$ cat config.mk
export PLATFORM = sky130hd
export DESIGN_NAME = stack_exec_unit
export DESIGN_NICKNAME = d
export VERILOG_FILES = /design/src/rtl/stack_exec_unit.sv
export SDC_FILE = /design/constraint.sdc
export NUM_CORES = 1
export LEC_CHECK = 0
export ABC_CLOCK_PERIOD_IN_PS = 3800
export CAP_MARGIN = 20
export CORE_MARGIN = 3
export CORE_UTILIZATION = 55
export CTS_CLUSTER_DIAMETER = 40
export DETAILED_ROUTE_END_ITERATION = 10
export PLACE_DENSITY = 0.88
export SLEW_MARGIN = 20
export SYNTH_ARGS = -nofsm -noshare
export SYNTH_HDL_FRONTEND = slang
export SYNTH_SLANG_ARGS = --single-unit
$ cat constraint.sdc
create_clock -name CLK -period 3.8 [get_ports CLK]
set_clock_uncertainty 0.2 [all_clocks]
set_input_delay 0.76 -clock CLK [delete_from_list [all_inputs] [get_ports CLK]]
set_output_delay 0.76 -clock CLK [all_outputs]
set_load 0.05 [all_outputs]
$ cat src/rtl/stack_exec_unit.sv
// Command sequencer for the ClangPU operand stack: runs one stack-machine
// command at a time by strobing the stack's push/pop ports, keeps a depth mirror and a sticky error.
module stack_exec_unit (
  input  logic       CLK,
  input  logic       RST,
  input  logic       CMD_VALID,
  output logic       CMD_READY,
  input  logic [3:0] CMD_OP,
  input  logic [7:0] CMD_IMM,
  output logic       RES_VALID,
  output logic [7:0] RES_DATA,
  output logic       ST_PUSH,
  output logic [7:0] ST_WDATA,
  output logic       ST_POP,
  input  logic       ST_OVALID,
  input  logic [7:0] ST_ODATA,
  input  logic       ST_FULL,
  input  logic       ST_EMPTY,
  output logic [9:0] DEPTH,
  output logic       ERR,
  output logic [1:0] ERR_CODE,
  input  logic       CLR_ERR
);

  localparam logic [3:0] OP_NOP  = 4'd0;
  localparam logic [3:0] OP_PUSH = 4'd1;
  localparam logic [3:0] OP_POP  = 4'd2;
  localparam logic [3:0] OP_ADD  = 4'd3;
  localparam logic [3:0] OP_SUB  = 4'd4;
  localparam logic [3:0] OP_AND  = 4'd5;
  localparam logic [3:0] OP_OR   = 4'd6;
  localparam logic [3:0] OP_XOR  = 4'd7;
  localparam logic [3:0] OP_EQ   = 4'd8;
  localparam logic [3:0] OP_LTU  = 4'd9;
  localparam logic [3:0] OP_NOT  = 4'd10;

  localparam logic [1:0] E_UNDER   = 2'd1;
  localparam logic [1:0] E_OVER    = 2'd2;
  localparam logic [1:0] E_ILLEGAL = 2'd3;

  localparam logic [9:0] MAX_DEPTH = 10'd1022;

  typedef enum logic [2:0] {IDLE, POP1, WAIT1, POP2, WAIT2, PUSH} state_t;

  state_t     state, next_state;
  logic [3:0] op_q;
  logic [7:0] b_q;
  logic [7:0] wdata_q;
  logic [7:0] res_data_q;
  logic [9:0] depth_q;
  logic       err_q;
  logic [1:0] err_code_q;
  logic       err_set;
  logic [1:0] err_set_code;

  // A is the deeper operand, B the former top of stack.
  function automatic logic [7:0] alu(input logic [3:0] op, input logic [7:0] a,
                                     input logic [7:0] b);
    logic [7:0] r;
    case (op)
      OP_ADD:  r = a + b;
      OP_SUB:  r = a - b;
      OP_AND:  r = a & b;
      OP_OR:   r = a | b;
      OP_XOR:  r = a ^ b;
      OP_EQ:   r = (a == b) ? 8'h01 : 8'h00;
      OP_LTU:  r = (a < b) ? 8'h01 : 8'h00;
      default: r = 8'h00;
    endcase
    return r;
  endfunction

  always_ff @(posedge CLK) begin
    if (RST) state <= IDLE;
    else     state <= next_state;
  end

  always_comb begin
    next_state   = state;
    CMD_READY    = 1'b0;
    ST_PUSH      = 1'b0;
    ST_POP       = 1'b0;
    RES_VALID    = 1'b0;
    err_set      = 1'b0;
    err_set_code = 2'd0;
    case (state)
      IDLE: begin
        CMD_READY = 1'b1;
        if (CMD_VALID) begin
          if (CMD_OP > OP_NOT) begin
            err_set      = 1'b1;
            err_set_code = E_ILLEGAL;
          end else if (CMD_OP == OP_PUSH) begin
            if (DEPTH == MAX_DEPTH || ST_FULL) begin
              err_set      = 1'b1;
              err_set_code = E_OVER;
            end else begin
              next_state = PUSH;
            end
          end else if (CMD_OP == OP_POP || CMD_OP == OP_NOT) begin
            if (DEPTH == 10'd0 || ST_EMPTY) begin
              err_set      = 1'b1;
              err_set_code = E_UNDER;
            end else begin
              next_state = POP1;
            end
          end else if (CMD_OP != OP_NOP) begin
            if (DEPTH < 10'd2 || ST_EMPTY) begin
              err_set      = 1'b1;
              err_set_code = E_UNDER;
            end else begin
              next_state = POP1;
            end
          end
        end
      end
      POP1: begin
        ST_POP     = 1'b1;
        next_state = WAIT1;
      end
      WAIT1: begin
        RES_VALID = (op_q == OP_POP);
        if (!ST_OVALID) begin
          err_set      = 1'b1;
          err_set_code = E_UNDER;
          next_state   = IDLE;
        end else if (op_q == OP_POP) begin
          next_state = IDLE;
        end else if (op_q == OP_NOT) begin
          next_state = PUSH;
        end else begin
          next_state = POP2;
        end
      end
      POP2: begin
        ST_POP     = 1'b1;
        next_state = WAIT2;
      end
      WAIT2: begin
        if (!ST_OVALID) begin
          err_set      = 1'b1;
          err_set_code = E_UNDER;
          next_state   = IDLE;
        end else begin
          next_state = PUSH;
        end
      end
      PUSH: begin
        ST_PUSH    = 1'b1;
        next_state = IDLE;
      end
      default: next_state = IDLE;
    endcase
  end

  // Operand latches, depth mirror and the sticky error; a missing pop-valid
  // means the mirror has drifted from the real stack, so it is resynced to 0.
  always_ff @(posedge CLK) begin
    if (RST) begin
      op_q       <= OP_NOP;
      b_q        <= 8'h00;
      wdata_q    <= 8'h00;
      res_data_q <= 8'h00;
      depth_q    <= 10'd0;
      err_q      <= 1'b0;
      err_code_q <= 2'd0;
    end else begin
      if (state == IDLE && next_state != IDLE) op_q <= CMD_OP;
      if (state == IDLE && next_state == PUSH) wdata_q <= CMD_IMM;
      case (state)
        POP1, POP2: depth_q <= depth_q - 10'd1;
        PUSH:       depth_q <= depth_q + 10'd1;
        WAIT1: begin
          if (!ST_OVALID)            depth_q    <= 10'd0;
          else if (op_q == OP_POP)   res_data_q <= ST_ODATA;
          else if (op_q == OP_NOT)   wdata_q    <= ~ST_ODATA;
          else                       b_q        <= ST_ODATA;
        end
        WAIT2: begin
          if (!ST_OVALID) depth_q <= 10'd0;
          else            wdata_q <= alu(op_q, ST_ODATA, b_q);
        end
        default: ;
      endcase
      if (err_set) begin
        err_q <= 1'b1;
        if (!err_q || CLR_ERR) err_code_q <= err_set_code;
      end else if (CLR_ERR) begin
        err_q      <= 1'b0;
        err_code_q <= 2'd0;
      end
    end
  end

  assign ST_WDATA = wdata_q;
  assign RES_DATA = res_data_q;
  assign DEPTH    = depth_q;
  assign ERR      = err_q;
  assign ERR_CODE = err_code_q;

endmodule

# Word level (Yosys, flattened, before mapping)
# Index checks and enable logic that the tools add are counted.
# word_totals
reg_bits,44
in_bits,27
out_inout_bits,33
# op_classes
n_addsub,4
order_cmp,3
eq_ne,22
n_mux,53
bitwise_logic,6
n_reduce_logical,20
# op_table
op,count
8-bit one-hot mux with 7 select lines,1
8-bit two-way mux,5
3-bit two-way mux,12
10-bit one-hot mux with 3 select lines,1
1-bit two-way mux,21
4-bit by 3-bit == test with 1-bit output (second input constant),4
4-bit == test (second input constant),4
2-bit two-way mux,8
8-bit one-hot mux with 2 select lines,1
3-bit one-hot mux with 5 select lines,1
4-bit by 2-bit == test with 1-bit output (second input constant),3
10-bit by 1-bit adder with 10-bit output (second input constant),1
10-bit == test (second input constant),1
10-bit logical NOT,1
10-bit by 2-bit < comparator with 1-bit output (second input constant),1
10-bit two-way mux,1
10-bit by 1-bit subtractor with 10-bit output (second input constant),1
3-bit == test (second input constant),3
8-bit adder,1
8-bit bitwise AND,1
8-bit == test,1
8-bit < comparator,1
8-bit inverter,1
8-bit OR,1
other kinds (22),32

# Depth between registers and ports, before layout
# logic_depth
word_depth,16
ltp_mapped,11
mapped_depth_nobuf,10

# Worst setup path before layout
# Ideal clock, no wire load.
# synth_timing
path_type,flip-flop to output port
start,reg op_q[1]
end,out RES_VALID
arrival_ns,2.174
required_time_ns,2.840
path_slack_ns,0.666
stages_incl_launch_ff,4
path_cell_list,dfxtp_1 > nor3b_1 > nand2b_1 > nor4_1
# synth_between
elab_chain_cells,2
# synth_lines
item,line_no,text
start: declaration,46,logic [3:0] op_q;
start signal: assignment,160,op_q <= OP_NOP;
start signal: assignment,168,if (state == IDLE && next_state != IDLE) op_q <= CMD_OP;
4-bit by 2-bit == test with 1-bit output,122,RES_VALID = (op_q == OP_POP);
1-bit two-way mux,86,case (state)
end: declaration,10,"output logic RES_VALID,"
# No other way between the ends.

# Final worst setup path
# layout_timing
start,reg op_q[0]
end,out RES_VALID
# The elaborated chain is that of the path after synthesis.

==> results.txt <==
- Met1 track demand over resource: 0.367
* GRT met2 Usage: 0.525
- Hold buffer count at cts: 0
- The count of nets left with antenna violations once routing finished came out at 0.
- Total Negative Setup Slacks: 0 ps
- Using the TritonRoute via totals, the vias-per-cell ratio works out to about 6.4.
* Effective utilization at floorplan: 0.574
* Count of buffers added by post-CTS timing repair for setup: 0
- Max-cap violation count: 0
- In the synthesized netlist, the number of instances is roughly 470.
- Overall power consumption after layout is estimated at between 1.5 and 2 mW.
- Number of sinks driven by the clock tree: 44
* Cell type contributing the most total cell area after synthesis: dfxtp_1
- By count the netlist is led by nor2_1, dfxtp_1, a21oi_1, inv_1, ha_1.
* Post-synth cell types: 70
* Post-route standard cell area excluding fillers: between 4000 and 5000 µm²
- In the final layout, flip-flops and latches occupy approximately 880 µm².
- Flip-flop and latch count after synthesis: 44
- Among all stages on the critical path, the largest delay is contributed by clkdlybuf4s50_1.
* Number of warnings issued by yosys: 0
* Power density over the cells: ~360 nW/µm²
* Wire length per cell after detailed routing: about 19 µm
- IR analysis of the VDD net gives a maximum drop of 0.196 mV.
- In the global route stage, overall resource usage came out at 0.299.
- Diodes inserted: 0
* Startpoint-to-endpoint class of the critical path: reg -> out
- For this run, global-route usage on met3 was measured as 0.0376.
- Of the cells placed in the final design, the portion with a size suffix greater than 1 is 0.0658.
- Once layout is complete, the utilization of the core stands at 0.692.
- # nets final: 578
- Required @ worst endpoint: ~2800 ps
- In this run, post-CTS repair resized a total of 0 instances.
- For this run, the register share of the synthesized area comes to 0.239.
- Leak pwr: roughly 1.7 nW
- From synthesis to final layout, the design area changed by 20.7%.
- In the final layout, the multi-input gates occupy 2570 µm².
- Wire length of the first global-routing pass: 18200 µm
- Across all layers, the routed design uses between 3000 and 4000 vias.
- In this run, the number of DRC markers left after iteration 0 of detailed routing was 342.
- At the worst endpoint, the arrival time is 2600 ps.
* Minimum setup slack among reg-to-reg paths: roughly 360 ps
- Worst setup path endpoint: RES_VALID
* Worst reg-to-reg path cell count: 8
- Counting buffers and inverters, the worst setup path is 4 cells deep.
- The die is about 90 µm wide.
- In the routed design, unresolved DRC markers number 0.
- Setup violations remaining at the end of the flow were counted as 0.
* Largest driver fanout on the critical path: 12
- Worst Setup End Kind: primary output
- Placer congestion estimate: 1.02
- Worst hold-check path type: reg -> reg
- Entering global routing, the biggest net connects 28 pins.
* Worst-path cell chain: nor3b_1, nand2b_1, nor4_1, clkdlybuf4s50_1
* Count of input and output buffers: 59
- GRT overflow: 0
- Launching instance or port of the critical path: op_q[0]$_SDFFE_PP0P_
- Core area: about 6400 µm²
* Buffer depth of the longest clock path: 2
* Count leader, synth: nor2_1
- At the pin with the least slew margin, the transition time is between 900 and 1000 ps.
* Die outline area: 7710 µm²
- Of the post-synthesis cell area, the dominant cell type holds 0.239.
- Rows: 29
* Worst-skew pair later-pin latency: slightly above 300 ps
- Dividing the final minimum period by the clock period gives 0.937.
- Launch point of the worst reg-to-reg path: state[2]$_SDFF_PP0_
- The endpoint identified for the worst register-to-register timing path is DEPTH[9]$_SDFFE_PP0P_.
- When the netlist entered floorplanning its net count stood at between 500 and 600.
- The total count of max-transition violations in the final report is 0.
- Final Hold Violating Endpoints: 0
- Sort of element at the start of the critical path: register
- The average instance in the mapped netlist occupies 7.92 µm².
* Antenna violations before repair: 0
- CTS built an H-tree with a depth of 2.
- Result of the run: completed
- Fraction of registers with async set/reset: 0
* Area after DPL: ~4300 µm²
- Tmin final: between 3000 and 4000 ps
* EDFF count, synth: 0
- Cell type group with the largest total delay on the critical path: simple AND/OR/NAND/NOR gates
- Clock-pin transition on the worst setup and hold timing paths: approximately 100 ps
- TritonCTS clock tree: done
* CTS Buf Count: 5
* CP bufs+invs: 1
- The finished layout holds ~590 standard cells, fillers aside.
- Ports placed on the boundary: 60
* Biggest area contributors in the synthesized netlist: dfxtp_1, ha_1, nor2_1, mux2i_1, a21oi_1
- The via count of the first global-routing pass is 3689.
- Initial DRT Pass Iterations: 8
- The global routing stage identified its most utilized layer as met2.
- On the worst path, the slowest cell contributes a delay of slightly below 900 ps.
- Count of placed standard cells including taps: 586
- Max Fclk: between 200 and 300 MHz
- Die boundary height: around 90 µm
- The most used flip-flop cell after synthesis is dfxtp_1.
- The routed design has around 11000 µm of wire.
* Netlist area before placement: 3680 µm²
- Relative slew margins: 0.380
* Estimated wirelength of the detail-placed design: approximately 8600 µm
- The tree is rooted in a clkbuf_8.
- Setup repair after global routing left no endpoint under its margin.
- Number of filler cells placed in the layout: 529
how the worst min path moves through the flow:
stage	startpoint	endpoint	slack [ps]	cells after the start
2_1_floorplan	b_q[2]$_SDFFE_PP0P_	b_q[2]$_SDFFE_PP0P_	290	2
3_3_place_gp	RES_DATA[1]$_SDFFE_PP0P_	RES_DATA[1]$_SDFFE_PP0P_	270	2
3_5_place_dp	RES_DATA[0]$_SDFFE_PP0P_	RES_DATA[0]$_SDFFE_PP0P_	280	2
4_1_cts	RES_DATA[0]$_SDFFE_PP0P_	RES_DATA[0]$_SDFFE_PP0P_	300	2
5_1_grt	RES_DATA[4]$_SDFFE_PP0P_	RES_DATA[4]$_SDFFE_PP0P_	340	2
6_report	RES_DATA[0]$_SDFFE_PP0P_	RES_DATA[0]$_SDFFE_PP0P_	300	2
through the flow:
stage               hold WS, ps  setup slack, ps
finish                      298              239
floorplan                   287              666
CTS                         300              245
global placement            273              439
detailed placement          282              326
global route                343             24.4
cells in the final DEF, fill, tap and decap left out, types with 3 or more instances in the layout:
master           count
nand2_1             16
dfxtp_1             44
a21oi_1             38
inv_1               33
o31ai_1              8
and2_1               3
nor2b_1              7
a22oi_1              6
nand3_1              9
a31oi_1              7
nand2b_1            13
a211oi_1             5
or3_1                8
o221a_2              3
nor4_1               5
fa_1                 3
nor2_1              59
buf_4                8
o22ai_1              4
ha_1                32
clkbuf_8             5
or2_2                3
clkdlybuf4s50_1     59
a21o_1               7
mux2i_1             22
xnor2_1              6
nand4_1              4
nor3_1              15
nor3b_1              3
a221oi_1             4
o211ai_1             6
o21ai_0             22
mux2_2               3
power breakdown:
group	internal (mW)	leakage (nW)	total, mW	switching, mW
Clock	0.198	0.0548	0.384	0.185
Combinational	0.269	1.25	0.672	0.403
Sequential	0.495	0.356	0.548	0.0532
Total	0.962	1.66	1.60	0.642
logic make-up (layout without fill, tap and decap cells):
group	count (synthesis)	count (layout)	share of synthesized area
compound gates	134	134	0.242
xor+xnor	8	8	0.0190
buf+inv	58	110	0.0628
mux	28	28	0.0853
simple gates	158	158	0.227
fa+ha+maj	35	35	0.125
flops	44	44	0.239
worst register-to-register path: cells and delay by family (launching register included):
family                     cells  cell delay [ps]
AOI/OAI and AO/OA              4             1110
adders and majority gates      1              490
DFF                            1              580
and+or+nand+nor                3             1020
area by class of cell:
type,instances,share of cell area
multi-input cells,363,0.578
flip-flops and latches,44,0.198
repair buffers,67,0.146
inverters,35,0.0296
well taps,77,0.0217
clock buffers,5,0.0155
clock inverters,3,0.0104
flip-flops by register name, indices dropped and copies added (netlist names):
signal	cells
ERR_CODE	2
b_q	8
DEPTH	10
ST_WDATA	8
state	3
op_q	4
RES_DATA	8
ERR	1
per-layer routing:
layer,up-vias,routed length [µm]
li1,1790,-
met1,1790,4510
met2,206,5410
met3,42,897
met4,0,435
met5,-,0
(Power assumes the default switching activity.)
